## config.mk

```make
export PLATFORM = sky130hd
export DESIGN_NAME = ps2_key_decoder_flat
export DESIGN_NICKNAME = d
export VERILOG_FILES = /design/src/rtl/ps2_key_if.sv /design/src/rtl/ps2_key_decoder.sv /design/src/flat_wrapper.sv
export SDC_FILE = /design/constraint.sdc
export NUM_CORES = 1
export LEC_CHECK = 0
export ABC_CLOCK_PERIOD_IN_PS = 2200
export CORE_ASPECT_RATIO = 1.1
export CORE_MARGIN = 1.5
export CORE_UTILIZATION = 52
export DETAILED_ROUTE_END_ITERATION = 10
export DONT_BUFFER_PORTS = 1
export MAX_ROUTING_LAYER = met4
export PLACE_DENSITY = 0.7
export SYNTH_ARGS = -nofsm -noshare
export SYNTH_HDL_FRONTEND = slang
export SYNTH_SLANG_ARGS = --single-unit
export TNS_END_PERCENT = 100
```

## constraint.sdc

```tcl
create_clock -name clk -period 2.2 [get_ports clk]
set_input_delay 0.22 -clock clk [delete_from_list [all_inputs] [get_ports clk]]
set_output_delay 0.22 -clock clk [all_outputs]
set_load 0.05 [all_outputs]
```

## src/rtl/ps2_key_if.sv

```systemverilog
// Byte-stream input and decoded-key FIFO output of ps2_key_decoder.
// master drives bytes and consumes keys; slave is the decoder.
interface ps2_key_if #(
   parameter int DEPTH = 4
);
   localparam int CW = $clog2(DEPTH) + 1;

   logic [7:0]    rx_data;
   logic          rx_valid;
   logic [3:0]    key_data;
   logic          key_valid;
   logic          key_ready;
   logic [CW-1:0] count;
   logic          overflow;
   logic          ovf_clr;

   modport master (
      output rx_data, rx_valid, key_ready, ovf_clr,
      input  key_data, key_valid, count, overflow
   );

   modport slave (
      input  rx_data, rx_valid, key_ready, ovf_clr,
      output key_data, key_valid, count, overflow
   );
endinterface

```

## src/rtl/ps2_key_decoder.sv

```systemverilog
// PS/2 scan-code decoder: tracks E0/F0 prefixes, maps digit keys to 0..9 and queues them.
// Define PS2_KEY_DECODER_HEX_EN to also decode the letter keys A..F as 10..15.
//
// state      | meaning
// -----------+------------------------------------------
// ST_IDLE    | waiting for a make code or a prefix
// ST_EXT     | E0 seen; next byte is an extended code
// ST_BRK     | F0 seen; next byte is a break code
// ST_EXT_BRK | E0 F0 seen; next byte is an extended break
module ps2_key_decoder #(
   parameter int DEPTH        = 4,
   parameter int EMIT_ON_MAKE = 0
) (
   input logic      clk,
   input logic      rst_n,
   ps2_key_if.slave bus
);
   localparam int AW      = $clog2(DEPTH);
   localparam int CW      = AW + 1;
   localparam bit ON_MAKE = (EMIT_ON_MAKE != 0);

   localparam logic [7:0] CODE_EXT = 8'hE0;
   localparam logic [7:0] CODE_BRK = 8'hF0;

   typedef enum logic [1:0] {
      ST_IDLE,
      ST_EXT,
      ST_BRK,
      ST_EXT_BRK
   } state_t;

   state_t        state_q;
   logic [3:0]    held_q;
   logic          held_vld_q;
   logic [3:0]    mem_q [DEPTH];
   logic [AW-1:0] wr_ptr_q;
   logic [AW-1:0] rd_ptr_q;
   logic [CW-1:0] count_q;
   logic          ovf_q;

   logic          is_digit;
   logic [3:0]    digit;
   logic          push;
   logic          pop;
   logic          full;
   logic          push_ok;

   always_comb begin
      is_digit = 1'b1;
      digit    = 4'd0;
      case (bus.rx_data)
         8'h45, 8'h70: digit = 4'd0;
         8'h16, 8'h69: digit = 4'd1;
         8'h1E, 8'h72: digit = 4'd2;
         8'h26, 8'h7A: digit = 4'd3;
         8'h25, 8'h6B: digit = 4'd4;
         8'h2E, 8'h73: digit = 4'd5;
         8'h36, 8'h74: digit = 4'd6;
         8'h3D, 8'h6C: digit = 4'd7;
         8'h3E, 8'h75: digit = 4'd8;
         8'h46, 8'h7D: digit = 4'd9;
`ifdef PS2_KEY_DECODER_HEX_EN
         8'h1C:        digit = 4'd10;
         8'h32:        digit = 4'd11;
         8'h21:        digit = 4'd12;
         8'h23:        digit = 4'd13;
         8'h24:        digit = 4'd14;
         8'h2B:        digit = 4'd15;
`endif
         default:      is_digit = 1'b0;
      endcase
   end

   // A make repeats while the key is held; only a change of key or a re-press counts.
   always_comb begin
      push = 1'b0;
      if (bus.rx_valid && is_digit) begin
         if (state_q == ST_IDLE && ON_MAKE && !(held_vld_q && held_q == digit))
            push = 1'b1;
         if (state_q == ST_BRK && !ON_MAKE)
            push = 1'b1;
      end
   end

   always_ff @(posedge clk or negedge rst_n) begin
      if (!rst_n) begin
         state_q    <= ST_IDLE;
         held_q     <= 4'd0;
         held_vld_q <= 1'b0;
      end else if (bus.rx_valid) begin
         if (bus.rx_data == CODE_EXT) begin
            state_q <= ST_EXT;
         end else if (bus.rx_data == CODE_BRK) begin
            state_q <= (state_q == ST_EXT) ? ST_EXT_BRK : ST_BRK;
         end else begin
            case (state_q)
               ST_IDLE: begin
                  if (is_digit) begin
                     held_q     <= digit;
                     held_vld_q <= 1'b1;
                  end else begin
                     held_vld_q <= 1'b0;
                  end
               end
               ST_BRK: begin
                  if (is_digit)
                     held_vld_q <= 1'b0;
               end
               default: ;
            endcase
            state_q <= ST_IDLE;
         end
      end
   end

   assign full    = (count_q == CW'(DEPTH));
   assign pop     = (count_q != '0) && bus.key_ready;
   assign push_ok = push && (!full || pop);

   always_ff @(posedge clk or negedge rst_n) begin
      if (!rst_n) begin
         for (int i = 0; i < DEPTH; i++)
            mem_q[i] <= 4'd0;
         wr_ptr_q <= '0;
         rd_ptr_q <= '0;
         count_q  <= '0;
         ovf_q    <= 1'b0;
      end else begin
         if (push_ok) begin
            mem_q[wr_ptr_q] <= digit;
            wr_ptr_q        <= wr_ptr_q + AW'(1);
         end
         if (pop)
            rd_ptr_q <= rd_ptr_q + AW'(1);
         case ({push_ok, pop})
            2'b10:   count_q <= count_q + CW'(1);
            2'b01:   count_q <= count_q - CW'(1);
            default: ;
         endcase
         // A drop in the same cycle as a clear must still be reported.
         if (push && full && !pop)
            ovf_q <= 1'b1;
         else if (bus.ovf_clr)
            ovf_q <= 1'b0;
      end
   end

   assign bus.key_data  = mem_q[rd_ptr_q];
   assign bus.key_valid = (count_q != '0);
   assign bus.count     = count_q;
   assign bus.overflow  = ovf_q;
endmodule

```

## src/flat_wrapper.sv

```systemverilog
// flat-port wrapper written by rule: the top's interface ports become plain ports
module ps2_key_decoder_flat 
#(
   parameter int DEPTH        = 4,
   parameter int EMIT_ON_MAKE = 0
)
  (clk, rst_n, bus_rx_data, bus_rx_valid, bus_key_ready, bus_ovf_clr, bus_key_data, bus_key_valid, bus_count, bus_overflow);
  ps2_key_if #(.DEPTH(DEPTH)) bus_i ();
  input logic clk;
  input logic rst_n;
  input wire logic [$bits(bus_i.rx_data)-1:0] bus_rx_data;
  input wire logic [$bits(bus_i.rx_valid)-1:0] bus_rx_valid;
  input wire logic [$bits(bus_i.key_ready)-1:0] bus_key_ready;
  input wire logic [$bits(bus_i.ovf_clr)-1:0] bus_ovf_clr;
  output wire logic [$bits(bus_i.key_data)-1:0] bus_key_data;
  output wire logic [$bits(bus_i.key_valid)-1:0] bus_key_valid;
  output wire logic [$bits(bus_i.count)-1:0] bus_count;
  output wire logic [$bits(bus_i.overflow)-1:0] bus_overflow;
  assign bus_i.rx_data = bus_rx_data;
  assign bus_i.rx_valid = bus_rx_valid;
  assign bus_i.key_ready = bus_key_ready;
  assign bus_i.ovf_clr = bus_ovf_clr;
  assign bus_key_data = bus_i.key_data;
  assign bus_key_valid = bus_i.key_valid;
  assign bus_count = bus_i.count;
  assign bus_overflow = bus_i.overflow;
  ps2_key_decoder #(.DEPTH(DEPTH), .EMIT_ON_MAKE(EMIT_ON_MAKE)) u_core (.clk(clk), .rst_n(rst_n), .bus(bus_i));
endmodule
```

==> results of run 1 <==
cell usage in the layout (no fill, tap or decap), types with 4 or more instances in the layout:
cell type,count
o21ai_0,11
o22ai_1,6
nor2b_1,5
inv_1,15
buf_4,22
ha_1,4
mux4_2,4
a21oi_2,4
nand2_1,10
mux2_1,5
dfrtp_1,26
nor2_1,6
area by class of cell:
class	instances	share of cell area, %
Multi-Input combinational cell	119	50.6
Sequential cell	26	31.8
Timing Repair Buffer	25	10.0
Inverter	16	2.94
Tap cell	34	2.08
Clock inverter	1	1.47
Clock buffer	3	1.10
Yosys cell counts (2+ instances only):
cell type   n  area share [%]
o22ai_1     6             2.1
or3_1       2            0.71
a21oi_1     2            0.57
nor2_1      6             1.3
ha_1        5             3.6
nand3_1     2            0.57
mux4_2      4             5.1
nor2b_1     5             1.8
nor3b_1     4             1.7
inv_1      16             3.4
nand2b_1    2            0.71
o21ai_0    11             3.1
a21oi_2     4             2.0
o2111ai_1   2             1.0
and2_1      2            0.71
nand2_1    10             2.1
xnor2_1     3             1.5
nor4bb_1    2             1.1
o211ai_1    2            0.86
mux2_1      5             3.2
dfrtp_1    26              37
and3_1      2            0.71
o22a_2      3             1.7
nand4b_1    3             1.5
xor2_1      3             1.5
buf_4       2            0.86
buf_2       5             1.4
and2b_1     3             1.3
state kept, by name, indices dropped and copies added (netlist names):
signal	cells
u_core.mem_q	16
u_core.bus.count	3
u_core.rd_ptr_q	2
u_core.state_q	2
u_core.wr_ptr_q	2
u_core.bus.overflow	1
metal layers:
layer,wire length (um),up-vias
met5,0,-
met4,46,0
met3,72,4
met2,1980,16
met1,1510,661
li1,-,656
logic make-up (layout without fill, tap and decap cells):
kind of cell             Yosys count  after routing  share of synthesized area, %
AND/OR/NAND/NOR                   57             57                          22.2
AO/OA/AOI/OAI                     40             40                          18.0
flip-flops                        26             26                          37.2
buffers and inverters             24             45                          5.93
multiplexers                      10             10                          8.93
adder cells (fa/ha/maj)            6              6                          4.72
XOR/XNOR                           6              6                          3.00
per-stage QoR:
stage          TNS [ns]  cells
2_1_floorplan    -0.608    169
3_3_place_gp     -0.419    215
3_5_place_dp     -0.533    215
4_1_cts               0    224
5_1_grt          -0.112    224
6_report              0    224
worst min-delay path by stage:
stage | from | end | slack [ns]
floorplan | rst_n | u_core.bus.count[0] | -0.08
global route | bus_rx_data[5] | u_core.state_q[0] | 0.01
CTS | bus_rx_valid | u_core.state_q[1] | 0.002
finish | bus_rx_valid | u_core.state_q[1] | 0.007
global placement | rst_n | u_core.mem_q[12] | -0.08
detailed placement | rst_n | u_core.mem_q[3] | -0.08
repair_timing:
action / CTS / global route
hold buffers: 3 / 0
setup endpoints to repair: 1 / 2
pin swaps: 3 / 1
gates resized for setup: 1 / 1
cloned: 0 / 0
hold endpoints to repair: 27 / 0
setup buffers: 2 / 0
power by group through the flow:
stage | combinational (mW) | sequential (mW) | clock [mW]
floorplan | 0.281 | 0.682 | 0
CTS | 0.502 | 0.597 | 0.331
finish | 0.510 | 0.595 | 0.324
detailed placement | 0.468 | 0.604 | 0
global route | 0.548 | 0.605 | 0.350
global placement | 0.455 | 0.603 | 0
critical path: cells and delay by family, from the launching register on:
| kind | cells | cell delay (ns) |
|---|---|---|
| compound gates | 1 | 0.14 |
| xor+xnor | 2 | 0.32 |
| fa+ha+maj | 2 | 0.52 |
| buf+inv | 2 | 0.10 |
| flops | 1 | 0.42 |
| simple gates | 3 | 0.63 |
==> results.yml, run 1 <==
sta:
  fmaxAchievable_mhz: 457
  setup_viol: 0
  fin_ws_ns: 0.0123
  drv_slew: 0
  fin_crit_sh_pct: 99.4
  skew_ns: 0.00871
  rsz0062_at_grt: "true"
  hold_violations: 0
  final.min_clock_period_ns: 2.19
  hold-worst-slack_ns: 0.00714
  tightest_slew_ns: 0.515
  slew_headroom_pct: 65.3
status:
  status: "complete, no violations"
worst_setup_path:
  r2r-start: "u_core.bus.count[0]"
  critPathMaxStageDelay_ns: 0.42
  setup.worst_path.end_class: "flip-flop"
  path_class: "reg -> reg"
  reg2reg_to: "u_core.bus.count[2]"
  crit_path_max_fanout: 2
  crit_start: "u_core.bus.count[0]"
  regToRegSetupSlack_ns: 0.01
  cp.arrival_ns: 2.45
  crit_slowest_cell: "dfrtp_1"
  crit_end: "u_core.bus.count[2]"
  cp-start-kind: "flip-flop"
  reg2reg_depth: 10
  path_cells: "nor4b_2, and2b_1, a21boi_4, inv_1, ha_2, inv_2, fa_2, xor2_1, nor2_1, xor2_1"
  cpMostUsedCell: "xor2_1"
  worstPathRequired_ns: 2.46
power:
  p_sw_mw: 0.497
  pwr-share-seq_pct: 41.7
  design_power_total_mw: 1.43
  powerDensity_nw_per_um2: 699
  vdd_drop_max_mv: 0.513
  power.internal_mw: 0.932
  switching_share_pct: 34.8
  combPwrFrac_pct: 35.7
  p_leak_nw: 0.914
  clkPwrFrac_pct: 22.7
place:
  hpwl_um: 2750
  io_buffers: 0
  place.gp.congestion: 0.845
  place_area_um2: 1930
  place_ws_ns: -0.271
grt:
  grt_use_met3_pct: 2.83
  busiest_layer: "met2"
  overflow: 0
  gr-usage-met1_pct: 24.5
  grt_pass1_wl_um: 6190
  use_met2_pct: 40.4
  grt_util_all_layers_pct: 22.0
  grt_antenna_before_repair: 0
  grt_max_degree: 27
  grt_pass1_vias: 1386
yosys:
  syn_area_um2: 1750
  synth_warnings: 0
  synthCells: 169
  ys.flop_type: "dfrtp_1"
  synthDistinctLibCells: 55
  ys_ff_latch: 26
  syn_avg_cell_area_um2: 10.4
  ys_async_sr_fraction_pct: 100
  synth_edf_count: 0
  syn-num-nets: 188
  ys_seq_area_share_pct: 37.2
finish:
  multi_input_area_um2: 1030
  utilization_pct: 65.4
  regArea_um2: 651
  final_cell_area_um2: 2040
  fill_cells: 259
  fin_nets: 210
  diodes: 0
  areaGrowthSynthToFinish_pct: 16.8
  drive_above_1_share_pct: 30.5
clocking:
  cts_tree: "yes"
  clk_latency_ns: 0.32
  path_clk_slew_ns: 0.14
  ctsLongestPathBuffers: 2
  htree_num_levels: 1
  cts_root_buf: "clkbuf_4"
  cts_sinks: 26
  cts_made_buffers: 3
detailed_routing:
  drc: 0
  antenna_left: 0
  dr.pass1.iters: 4
  via_count: 1337
  routed_wl_um: 3620
  routedWlPerCell_um: 16.1
  drtIter0Drc: 56
  via_per_inst: 5.97
die:
  die_y_um: 63.9
  io_pins: 22
  coreArea_um2: 3130
  start_util_pct: 56.0
  dieArea_um2: 3720
  rows: 21
  chipWidth_um: 58.3
hold_path:
  min_path_cells: 2
  min_path_type: "in -> reg"
flow_run:
  drv_cap: 0
Power figures use the tool's default switching activity.
==> run 2, diff against run 1 <==
--- a/config.mk
+++ b/config.mk
@@ -13,6 +13,7 @@
 export DONT_BUFFER_PORTS = 1
 export MAX_ROUTING_LAYER = met4
 export PLACE_DENSITY = 0.7
+export REMOVE_ABC_BUFFERS = 1
 export SYNTH_ARGS = -nofsm -noshare
 export SYNTH_HDL_FRONTEND = slang
 export SYNTH_SLANG_ARGS = --single-unit
==> results.yml, run 2 (same netlist as run 1, synthesis figures left out) <==
worst_setup_path:
  worstPathRequired_ns: 2.46
  setup.worst_path.end_class: "flip-flop"
  regToRegSetupSlack_ns: 0.008
  cp.arrival_ns: 2.45
  crit_path_max_fanout: 2
  path_class: "reg -> reg"
  cp-start-kind: "flip-flop"
clocking:
  cts_made_buffers: 3
  clk_latency_ns: 0.32
  ctsLongestPathBuffers: 2
  cts_sinks: 26
  cts_tree: "yes"
  htree_num_levels: 1
  path_clk_slew_ns: 0.14
  cts_root_buf: "clkbuf_4"
place:
  io_buffers: 0
  dp.cells: 218
  place.gp.congestion: 0.880
  place_area_um2: 1920
  hpwl_um: 2930
sta:
  skew_ns: 0.00212
  drv_slew: 0
  hold-worst-slack_ns: 0.00840
  finalSetupTns_ns: 0
  fin_crit_sh_pct: 99.6
  setup_viol: 0
  hold_violations: 0
  rsz0062_at_grt: "true"
  tightest_slew_ns: 0.485
  fmaxAchievable_mhz: 456
  slew_headroom_pct: 67.3
  final.min_clock_period_ns: 2.19
hold_path:
  min_path_type: "in -> reg"
finish:
  final_cells: 229
  fin_nets: 215
  max_flop_register: "u_core.mem_q"
  final_cell_area_um2: 2070
  diodes: 0
  drive_above_1_share_pct: 30.8
  largest_register_ffs: 16
  fill_cells: 260
  areaGrowthSynthToFinish_pct: 18.2
  mostFrequentLayoutCells: "26 x buf_4, 26 x dfrtp_1, 15 x inv_1, 11 x o21ai_0, 10 x nand2_1"
power:
  vdd_drop_max_mv: 0.661
  p_leak_nw: 0.935
  powerDensity_nw_per_um2: 706
  design_power_total_mw: 1.46
detailed_routing:
  via_per_inst: 6.13
  via_count: 1404
  antenna_left: 0
  routedWlPerCell_um: 16.8
  drtIter0Drc: 80
  routed_wl_um: 3860
  drc: 0
  dr.pass1.iters: 4
status:
  status: "complete, no violations"
die:
  die_y_um: 63.9
  dieArea_um2: 3720
  coreArea_um2: 3130
  chipWidth_um: 58.3
  start_util_pct: 56.0
  io_pins: 22
  rows: 21
grt:
  overflow: 0
  grt_pass1_wl_um: 6720
  grt_util_all_layers_pct: 23.7
  grt_max_degree: 27
  grt_pass1_vias: 1481
  grt_antenna_before_repair: 0
flow_run:
  drv_cap: 0
==> run 2: cell type report <==
type	instances	area, um^2	area share (%)
clock buffer	3	22.5	1.09
clock inverter	1	30.0	1.45
inverter	16	60.1	2.90
multi-input combinational	119	1020	49.2
sequential	26	651	31.4
tap	34	42.5	2.06
timing repair buffer	30	246	11.9
==> run 2: final timing paths <==
path                                     start                   to  depth (start not counted)
setup / recovery           u_core.bus.count[0]  u_core.bus.count[2]                         10
hold / removal                    bus_rx_valid    u_core.state_q[1]                          2
setup reg to reg           u_core.bus.count[0]  u_core.bus.count[2]                         10
hold reg to reg                u_core.mem_q[8]      u_core.mem_q[8]                          1
max in group asynchronous                rst_n   u_core.rd_ptr_q[1]                          2
min in group asynchronous                rst_n      u_core.mem_q[8]                          2
==> run 2: per-layer routing <==
layer  share of wire [%]  vias to the layer above  global-route usage, %
li1                    -                      668                      -
met1                  43                      690                   30.3
met2                  52                       36                   38.1
met3                 3.6                       10                   3.64
met4                 2.0                        0                   7.85
met5                   0                        -                      -
==> run 2: worst max-delay path, stage by stage (launching register included) <==
cell      delay [ns]
dfrtp_1         0.44
nor4b_4         0.29
and2b_1         0.22
a21boi_4        0.14
inv_1           0.07
ha_2            0.18
inv_2           0.04
fa_2            0.33
xor2_1          0.15
nor2_1          0.11
xor2_1          0.16
==> run 2: metrics by stage <==
stage,setup WS (ns),utilization [%]
detailed placement,-0.293,61.5
floorplan,-0.338,-
CTS,0.0267,65.2
finish,0.00823,66.2
global route,-0.129,66.2
global placement,-0.244,61.5
==> run 2: report_power, final <==
part | internal [mW] | leakage, nW | switching [mW] | total, mW
registers | 0.529 | 0.326 | 0.0798 | 0.609
clock network | 0.184 | 0.0279 | 0.145 | 0.329
logic | 0.228 | 0.582 | 0.294 | 0.522
total | 0.941 | 0.935 | 0.519 | 1.46
==> run 2: repair_timing <==
item                                    4_1_cts  5_1_grt
hold buffers                                  3        0
pin swaps                                     2        2
resized for setup                             2        5
endpoints found under the hold margin        27        0
endpoints found under the setup margin        1        2
setup buffers                                 2        2
==> run 3, diff against run 2 <==
--- a/config.mk
+++ b/config.mk
@@ -5,6 +5,7 @@
 export SDC_FILE = /design/constraint.sdc
 export NUM_CORES = 1
 export LEC_CHECK = 0
+export ABC_AREA = 1
 export ABC_CLOCK_PERIOD_IN_PS = 2200
 export CORE_ASPECT_RATIO = 1.1
 export CORE_MARGIN = 1.5
==> results.yml, run 3 <==
grt:
  grt_antenna_before_repair: 0
  grt_max_degree: 27
  grt_util_all_layers_pct: 22.1
  overflow: 0
  grt_pass1_vias: 1502
  grt_pass1_wl_um: 6170
yosys:
  ys.flop_type: "dfrtp_1"
  synthCells: 237
  synth_edf_count: 0
  yosys-top-cells-count: "83 x nand2_1, 33 x nor2_1, 26 x dfrtp_1"
  syn_avg_cell_area_um2: 7.08
  yosysMostFrequentCell: "nand2_1"
  synthDistinctLibCells: 24
  ys_async_sr_fraction_pct: 100
  ys_ff_latch: 26
  synthTopCellsByArea: "dfrtp_1 39%, nand2_1 19%, nand4_1 8.6%"
  synth_largest_area_cell: "dfrtp_1"
  yosysTopAreaCellShare_pct: 38.7
  synth_warnings: 0
  syn_area_um2: 1680
  ys_seq_area_share_pct: 38.7
worst_setup_path:
  crit_slowest_cell: "dfrtp_1"
  cp-start-kind: "flip-flop"
  path_cells: "nor2_1, nand3_1, nand2_1, ha_1, inv_1, fa_1, a21oi_1, o21ai_0, xor2_1"
  critPathMaxStageDelay_ns: 0.41
  cp.arrival_ns: 2.14
  path_class: "reg -> reg"
  worstPathRequired_ns: 2.43
  setup.worst_path.end_class: "flip-flop"
  crit_path_max_fanout: 3
sta:
  tightest_slew_ns: 0.479
  hold-worst-slack_ns: 0.0269
  fin_crit_sh_pct: 86.8
  slew_headroom_pct: 68.1
  fmaxAchievable_mhz: 523
  skew_ns: 0.00165
  setup_viol: 0
  drv_slew: 0
  final.min_clock_period_ns: 1.91
  hold_violations: 0
  rsz0062_at_grt: "false"
  fin_ws_ns: 0.290
finish:
  areaGrowthSynthToFinish_pct: 12.5
  mostFrequentLayoutCells: "83 x nand2_1, 33 x nor2_1, 26 x dfrtp_1, 23 x nand4_1, 20 x inv_1"
  fin_nets: 273
  drive_above_1_share_pct: 13.0
  largest_register_ffs: 16
  max_flop_register: "u_core.mem_q"
  diodes: 0
  mostFrequentLayoutCell: "nand2_1"
  final_cell_area_um2: 1890
place:
  io_buffers: 0
  place.gp.congestion: 0.878
  place_area_um2: 1800
  hpwl_um: 2740
  place_ws_ns: -0.0242
hold_path:
  min_path_type: "in -> reg"
clocking:
  cts_made_buffers: 3
  htree_num_levels: 1
  cts.repair.resized: 0
  cts_setup_buffers: 0
  cts_hold_buf: 3
  cts_root_buf: "clkbuf_4"
  clk_latency_ns: 0.33
  cts_tree: "yes"
  cts_sinks: 26
  ctsLongestPathBuffers: 2
  path_clk_slew_ns: 0.14
detailed_routing:
  via_count: 1566
  via_per_inst: 5.46
  antenna_left: 0
  routedWlPerCell_um: 12.2
  drtIter0Drc: 92
  routed_wl_um: 3510
  drc: 0
  dr.pass1.iters: 4
die:
  io_pins: 22
  rows: 21
  dieArea_um2: 3580
  start_util_pct: 54.6
  coreArea_um2: 3070
  chipWidth_um: 57.2
  die_y_um: 62.6
power:
  design_power_total_mw: 1.91
  vdd_drop_max_mv: 0.894
  p_leak_nw: 1.01
  powerDensity_nw_per_um2: 1010
status:
  status: "complete, no violations"
flow_run:
  drv_cap: 0
[run 3: logic make-up (layout without fill, tap and decap cells)]
| group | count (synthesis) | in the layout | share of synthesized area, % |
|---|---|---|---|
| adders and majority gates | 6 | 6 | 4.92 |
| buffers and inverters | 27 | 43 | 6.48 |
| xor gates and xnor gates | 4 | 4 | 2.09 |
| and+or+nand+nor | 152 | 152 | 40.1 |
| AOI/OAI and AO/OA | 22 | 22 | 7.68 |
| DFF | 26 | 26 | 38.7 |
[run 3: power by group]
group	switching, mW	internal, mW
combinational	0.667	0.291
sequential	0.0735	0.549
clock	0.145	0.185
total	0.885	1.02
[run 3: path summary, 6_finish.rpt]
check                           slack, ns                   to  cells after the start                start
worst min-delay path                 0.03    u_core.state_q[1]                      2         bus_rx_valid
worst max register to register       0.29  u_core.bus.count[2]                      9  u_core.bus.count[1]
max in group asynchronous            1.75  u_core.bus.count[0]                      2                rst_n
min in group asynchronous            0.30     u_core.mem_q[15]                      2                rst_n
worst min register to register       0.50      u_core.mem_q[5]                      2      u_core.mem_q[5]
worst max-delay path                 0.29  u_core.bus.count[2]                      9  u_core.bus.count[1]
[run 3: layout make-up]
class / instances / area [um^2]
fillers: 290 / 1180
multi-input cells: 184 / 920
flip-flops and latches: 26 / 651
repair buffers: 16 / 138
inverters: 23 / 86.3
well taps: 34 / 42.5
clock inverters: 1 / 30.0
clock buffers: 3 / 22.5
[run 3: worst max-delay path: cells and delay by family (launching register included)]
family	cells	cell delay, ns
AOI/OAI and AO/OA	2	0.25
xor gates and xnor gates	1	0.15
adders and majority gates	2	0.53
buffers and inverters	1	0.07
DFF	1	0.41
and+or+nand+nor	3	0.41
[run 3: layer usage]
metal	vias up	GRT usage [%]	routed length, um
met5	-	-	0
met4	0	8.14	63
met3	7	2.48	107
met2	29	37.2	1780
met1	727	27.2	1560
li1	803	-	-
[run 3: per-stage QoR]
step / setup TNS, ns / cells / utilization [%]
floorplan: -0.489 / 233 / -
global placement: 0 / 280 / 58.4
detailed placement: -0.0242 / 280 / 58.4
CTS: 0 / 287 / 61.5
global route: 0 / 287 / 61.5
finish: 0 / 287 / 61.5
==> RTL change 1 (flow settings as in run 3) <==
The option `PS2_KEY_DECODER_HEX_EN` is turned on by a define.
--- a/src/rtl/ps2_key_decoder.sv
+++ b/src/rtl/ps2_key_decoder.sv
@@ -7,6 +7,8 @@
 // ST_EXT     | E0 seen; next byte is an extended code
 // ST_BRK     | F0 seen; next byte is a break code
 // ST_EXT_BRK | E0 F0 seen; next byte is an extended break
+`define PS2_KEY_DECODER_HEX_EN
+
 module ps2_key_decoder #(
    parameter int DEPTH        = 4,
    parameter int EMIT_ON_MAKE = 0
Function: changed (Yosys sat finds a counterexample within 4 cycles, from zero or initial values and one cycle with rst_n low).
==> RTL change 1 against run 3 <==
Count of clock-buffer cells in the layout grew 1; sequential cell count is the same; cell area grew 2.1%; wire length grew 6.1%; synthesized area grew 4.5%; clock power shrank 25%; combinational power grew 3.1%; non-clock buffer count shrank 4; setup slack gained 57 ps; total power shrank 1.1%; critical path type is now reg2out.
==> RTL change 1: results (changes against run 3) <==
final_layout:
  num-nets-final: 283  # +3.7%
  final-clk-cell-share_pct: 1.88  # -0.90 points
  diodes: 0  # unchanged
  drive_above_1_share_pct: 14.4  # +1.4 points
  nClkBuffers: 4  # +1
  n_fill_cell: 307  # +5.9%
  inverters_excl_clock: 25  # +8.7%
  n_all_buffers: 12  # -4
  nMultiInputCombCells: 197  # +7.1%
  fin_cells: 298  # +3.8%
  multi_input_area_share_pct: 51.6  # +2.9 points
worst_setup_path:
  reg2reg_depth: 13  # +4
  crit_fanout: 10  # +7
  r2r_start: "u_core.bus.count[0]"
  cp.arrival_ps: 1630  # -510 ps
  critPathCapture: "bus_key_data[3]"
  reg2reg_slack_ps: 350  # +60 ps
synth:
  synth_cell_types: 27  # +13%
  synthXorXnorAreaFrac_pct: 1.50  # -0.59 points
  yosys_warnings: 0  # unchanged
  synth_compound_area_share_pct: 10.9  # +3.2 points
  synthTopCellsByArea: "dfrtp_1, nand2_1, nor2_1"
  synthTopCellsByCount: "nand2_1, nor2_1, dfrtp_1, inv_1"
  synth.yosys.seq_area_share_pct: 37.1  # -1.7 points
  synthAdderAreaFrac_pct: 3.99  # -0.92 points
  syn_inst: 250  # +5.5%
worst_hold_path:
  worstHoldEndpoint: "u_core.state_q[0]"
placed_design:
  pre_cts_ws_ps: 94.6  # +119 ps
  place_congestion: 0.936  # +6.6%
  placed_cells: 290  # +3.6%
sta:
  hold_slack_ps: 11.1  # -15.8 ps
  maxSlewHeadroom_pct: 67.6  # -0.50 points
  fmax_mhz: 539  # +3.1%
  fin_skew_ps: 10.8  # +9.18 ps
drt:
  dr_wl_met3_um: 84  # -21%
  dr_wl_met2_um: 1940  # +8.8%
  m1WireLength_um: 1630  # +5.0%
  routed_wl_um: 3720  # +6.1%
grt:
  grt_pass1_vias: 1509  # +0.47%
  grt_pass1_wl_um: 6510  # +5.6%
  antenna_found_initial: 0  # unchanged
power:
  peakVddDrop_uv: 480  # -46%
  clockPowerShare_pct: 13.1  # -4.1 points
  leakagePower_nw: 1.03  # +1.8%
  total_power_mw: 1.89  # -1.1%
  seq_power_share_pct: 34.6  # +2.0 points
  p_int_mw: 0.970  # -5.3%
clocking:
  path_clk_slew_ps: 140  # about the same
status:
  outcome: "finished, final reports clean"
-- RTL change 1: cell count changes in the layout (fill, tap and decap cells not counted), sizes merged, moves of 5 or more --
cell | run 3 | this run
buf | 14 | 9
nand2 | 89 | 97
nand3 | 1 | 9
nand4 | 23 | 5
nor2 | 38 | 43
o21ai | 13 | 19
-- RTL change 1: logic make-up (layout without fill, tap and decap cells) --
group	after synthesis	after routing
AOI/OAI and AO/OA	33	33
xor gates and xnor gates	3	3
adders and majority gates	5	5
buffers and inverters	27	41
DFF	26	26
and+or+nand+nor	156	156
-- RTL change 1: what timing repair did --
action,CTS,global route
endpoints found under the hold margin,27,1
setup buffers,0,0
hold buffers,3,1
-- RTL change 1: per-layer routing --
metal	up-vias	GRT usage [%]
met2	26	38.2
met4	0	9.30
li1	819	-
met3	6	3.24
met1	743	28.0
met5	-	-
-- RTL change 1: worst max-delay path, stage by stage, from the launching register on --
cell and delay (ps):
dfrtp_1 530, inv_1 210, o21ai_0 260, o22ai_1 100, buf_4 200
==> RTL change 2 (flow settings as in run 3) <==
Without the edit above. Re-encode `state_t` (4 states) as one-hot, 4 bits wide.
--- a/src/rtl/ps2_key_decoder.sv
+++ b/src/rtl/ps2_key_decoder.sv
@@ -22,11 +22,11 @@
    localparam logic [7:0] CODE_EXT = 8'hE0;
    localparam logic [7:0] CODE_BRK = 8'hF0;
 
-   typedef enum logic [1:0] {
-      ST_IDLE,
-      ST_EXT,
-      ST_BRK,
-      ST_EXT_BRK
+   typedef enum logic [3:0] {
+      ST_IDLE    = 4'b0001,
+      ST_EXT     = 4'b0010,
+      ST_BRK     = 4'b0100,
+      ST_EXT_BRK = 4'b1000
    } state_t;
 
    state_t        state_q;
Formal check against the unedited RTL: no difference found for any inputs over 10 cycles, from zero or initial values and one cycle with rst_n low; not proved beyond that.
==> RTL change 2 against run 3 <==
Final cell count increased by 4.2%; wire length increased by 3.9%; total power decreased by 5.9%; synthesized area increased by 5.1%; sequential cell count increased by 2; critical path depth increased by 1; setup slack got worse by 41 ps; cell area increased by 4.8%; critical path type unchanged; largest cell class unchanged; highest routed layer unchanged.
==> RTL change 2: results (changes against run 3) <==
grt:
  grt_pass1_vias: 1520  # +1.2%
  grt_use_total_pct: 22.8  # +0.72 points
  antenna_found_initial: 0  # unchanged
  grt_pass1_wl_um: 6470  # +4.8%
  grt_max_degree: 29  # +7.4%
synth:
  synthTopCellsByArea: "dfrtp_1, nand2_1, nand4_1"
  yosys_warnings: 0  # unchanged
  syn_area_per_cell_um2: 7.14  # +0.81%
  synthAdderAreaFrac_pct: 4.68  # -0.24 points
  synth.yosys.seq_area_share_pct: 39.8  # +1.0 points
  async_flop_share_pct: 100  # unchanged
  muxShareOfSynthArea_pct: 0  # unchanged
  synth_cell_types: 25  # +4.2%
  synth_compound_area_share_pct: 7.09  # -0.58 points
  synthXorXnorAreaFrac_pct: 1.99  # -0.10 points
  synthTopCellsByCount: "nand2_1, nor2_1, dfrtp_1, nand4_1, inv_1"
power:
  leakagePower_nw: 1.06  # +4.8%
  peakVddDrop_uv: 626  # -30%
final_layout:
  num-nets-final: 283  # +3.7%
  drive_above_1_share_pct: 11.8  # -1.3 points
  diodes: 0  # unchanged
  largest_reg_flops: 16  # unchanged
  largest_register: "u_core.mem_q"
  fin_cells: 299  # +4.2%
  n_fill_cell: 315  # +8.6%
status:
  outcome: "finished, final reports clean"
worst_hold_path:
  hp-class: "in2reg"
  whs_path_depth: 3  # +1
clocking:
  path_clk_slew_ps: 160  # +20 ps
  cts_buffer_depth: 2  # unchanged
  root_buffer: "clkbuf_4"
  insertion_delay_ps: 330  # about the same
  cts_inserted_buffers: 3  # unchanged
  cts_setup_buffers: 0  # unchanged
  htreeDepth: 1  # unchanged
placed_design:
  dp_hpwl_um: 2850  # +3.7%
  port-buffer-count: 0  # unchanged
  placed_cells: 291  # +3.9%
  place_congestion: 0.917  # +4.4%
worst_setup_path:
  slowest_stage: "dfstp_2"
  reg2reg_depth: 10  # +1
  reg2reg_slack_ps: 250  # -40 ps
  cp.arrival_ps: 2180  # +40 ps
  critPathMaxStageDelay_ps: 570  # +160 ps
  crit_fanout: 3  # unchanged
sta:
  hold_slack_ps: 83.1  # +56.2 ps
  maxSlewHeadroom_pct: 68.9  # +0.86 points
  fin_skew_ps: 12.3  # +10.7 ps
drt:
  wl_per_cell_um: 12.2  # -0.29%
  vias_per_cell: 5.25  # -3.8%
  dr.pass1.iters: 4  # unchanged
  drt_iter0_markers: 58  # -37%
[RTL change 2: cell count changes in the layout (fill, tap and decap cells not counted), moves of 2 or more]
cell	run 3	this run
a21oi_1	2	4
nand2_1	83	91
nand3_1	1	5
nand2_2	5	2
nor2_1	33	30
o21ai_1	2	0
[RTL change 2: cell families (layout without fill, tap and decap cells)]
kind of cell / count (synthesis) / after routing
and+or+nand+nor: 161 / 161
xor gates and xnor gates: 4 / 4
AOI/OAI and AO/OA: 21 / 21
adders and majority gates: 6 / 6
DFF: 28 / 28
buffers and inverters: 27 / 43
[RTL change 2: final cells by class]
cell class | count | area (um^2) | area share, %
repair buffers | 16 | 140 | 7.08
well taps | 36 | 45.0 | 2.28
multi-input cells | 192 | 953 | 48.2
flip-flops and latches | 28 | 702 | 35.5
clock buffers | 3 | 22.5 | 1.14
clock inverters | 1 | 30.0 | 1.52
inverters | 23 | 86.3 | 4.36
[RTL change 2: per-stage QoR]
step / worst slack (ps) / TNS [ps] / cell area, um^2
after global routing: 154 / 0 / 1980
after global placement: 14.8 / 0 / 1880
after detailed placement: -8.89 / -8.89 / 1880
final: 248 / 0 / 1980
after CTS: 233 / 0 / 1970
after floorplan: -404 / -602 / 1740
[RTL change 2: metal layers]
layer	GRT usage [%]	vias to the layer above	share of wire, %
li1	-	835	-
met1	29.0	705	46
met2	37.6	23	50
met3	2.43	6	2.6
met4	7.85	0	1.5
met5	-	-	0
[RTL change 2: critical path, delay by kind of cell (launching register included)]
family	cells	cell delay, ps
AO/OA/AOI/OAI	3	300
XOR/XNOR	1	150
adder cells (fa/ha/maj)	2	520
buffers and inverters	1	70
flip-flops	1	570
AND/OR/NAND/NOR	3	260
[RTL change 2: final timing paths]
path	startpoint	endpoint
setup / recovery	u_core.state_q[0]	u_core.bus.count[2]
max in group asynchronous	rst_n	u_core.state_q[0]
min in group asynchronous	rst_n	u_core.mem_q[15]
hold reg to reg	u_core.mem_q[12]	u_core.mem_q[12]
hold / removal	bus_rx_valid	u_core.state_q[0]
setup reg to reg	u_core.state_q[0]	u_core.bus.count[2]
[RTL change 2: where the power goes]
part | internal (mW) | switching [mW]
clock | 0.184 | 0.154
sequential | 0.568 | 0.0521
combinational | 0.250 | 0.589
[RTL change 2: what timing repair did]
action | CTS | global route
hold buffers | 3 | 1
resized for setup | 0 | 0
hold endpoints to repair | 29 | 1
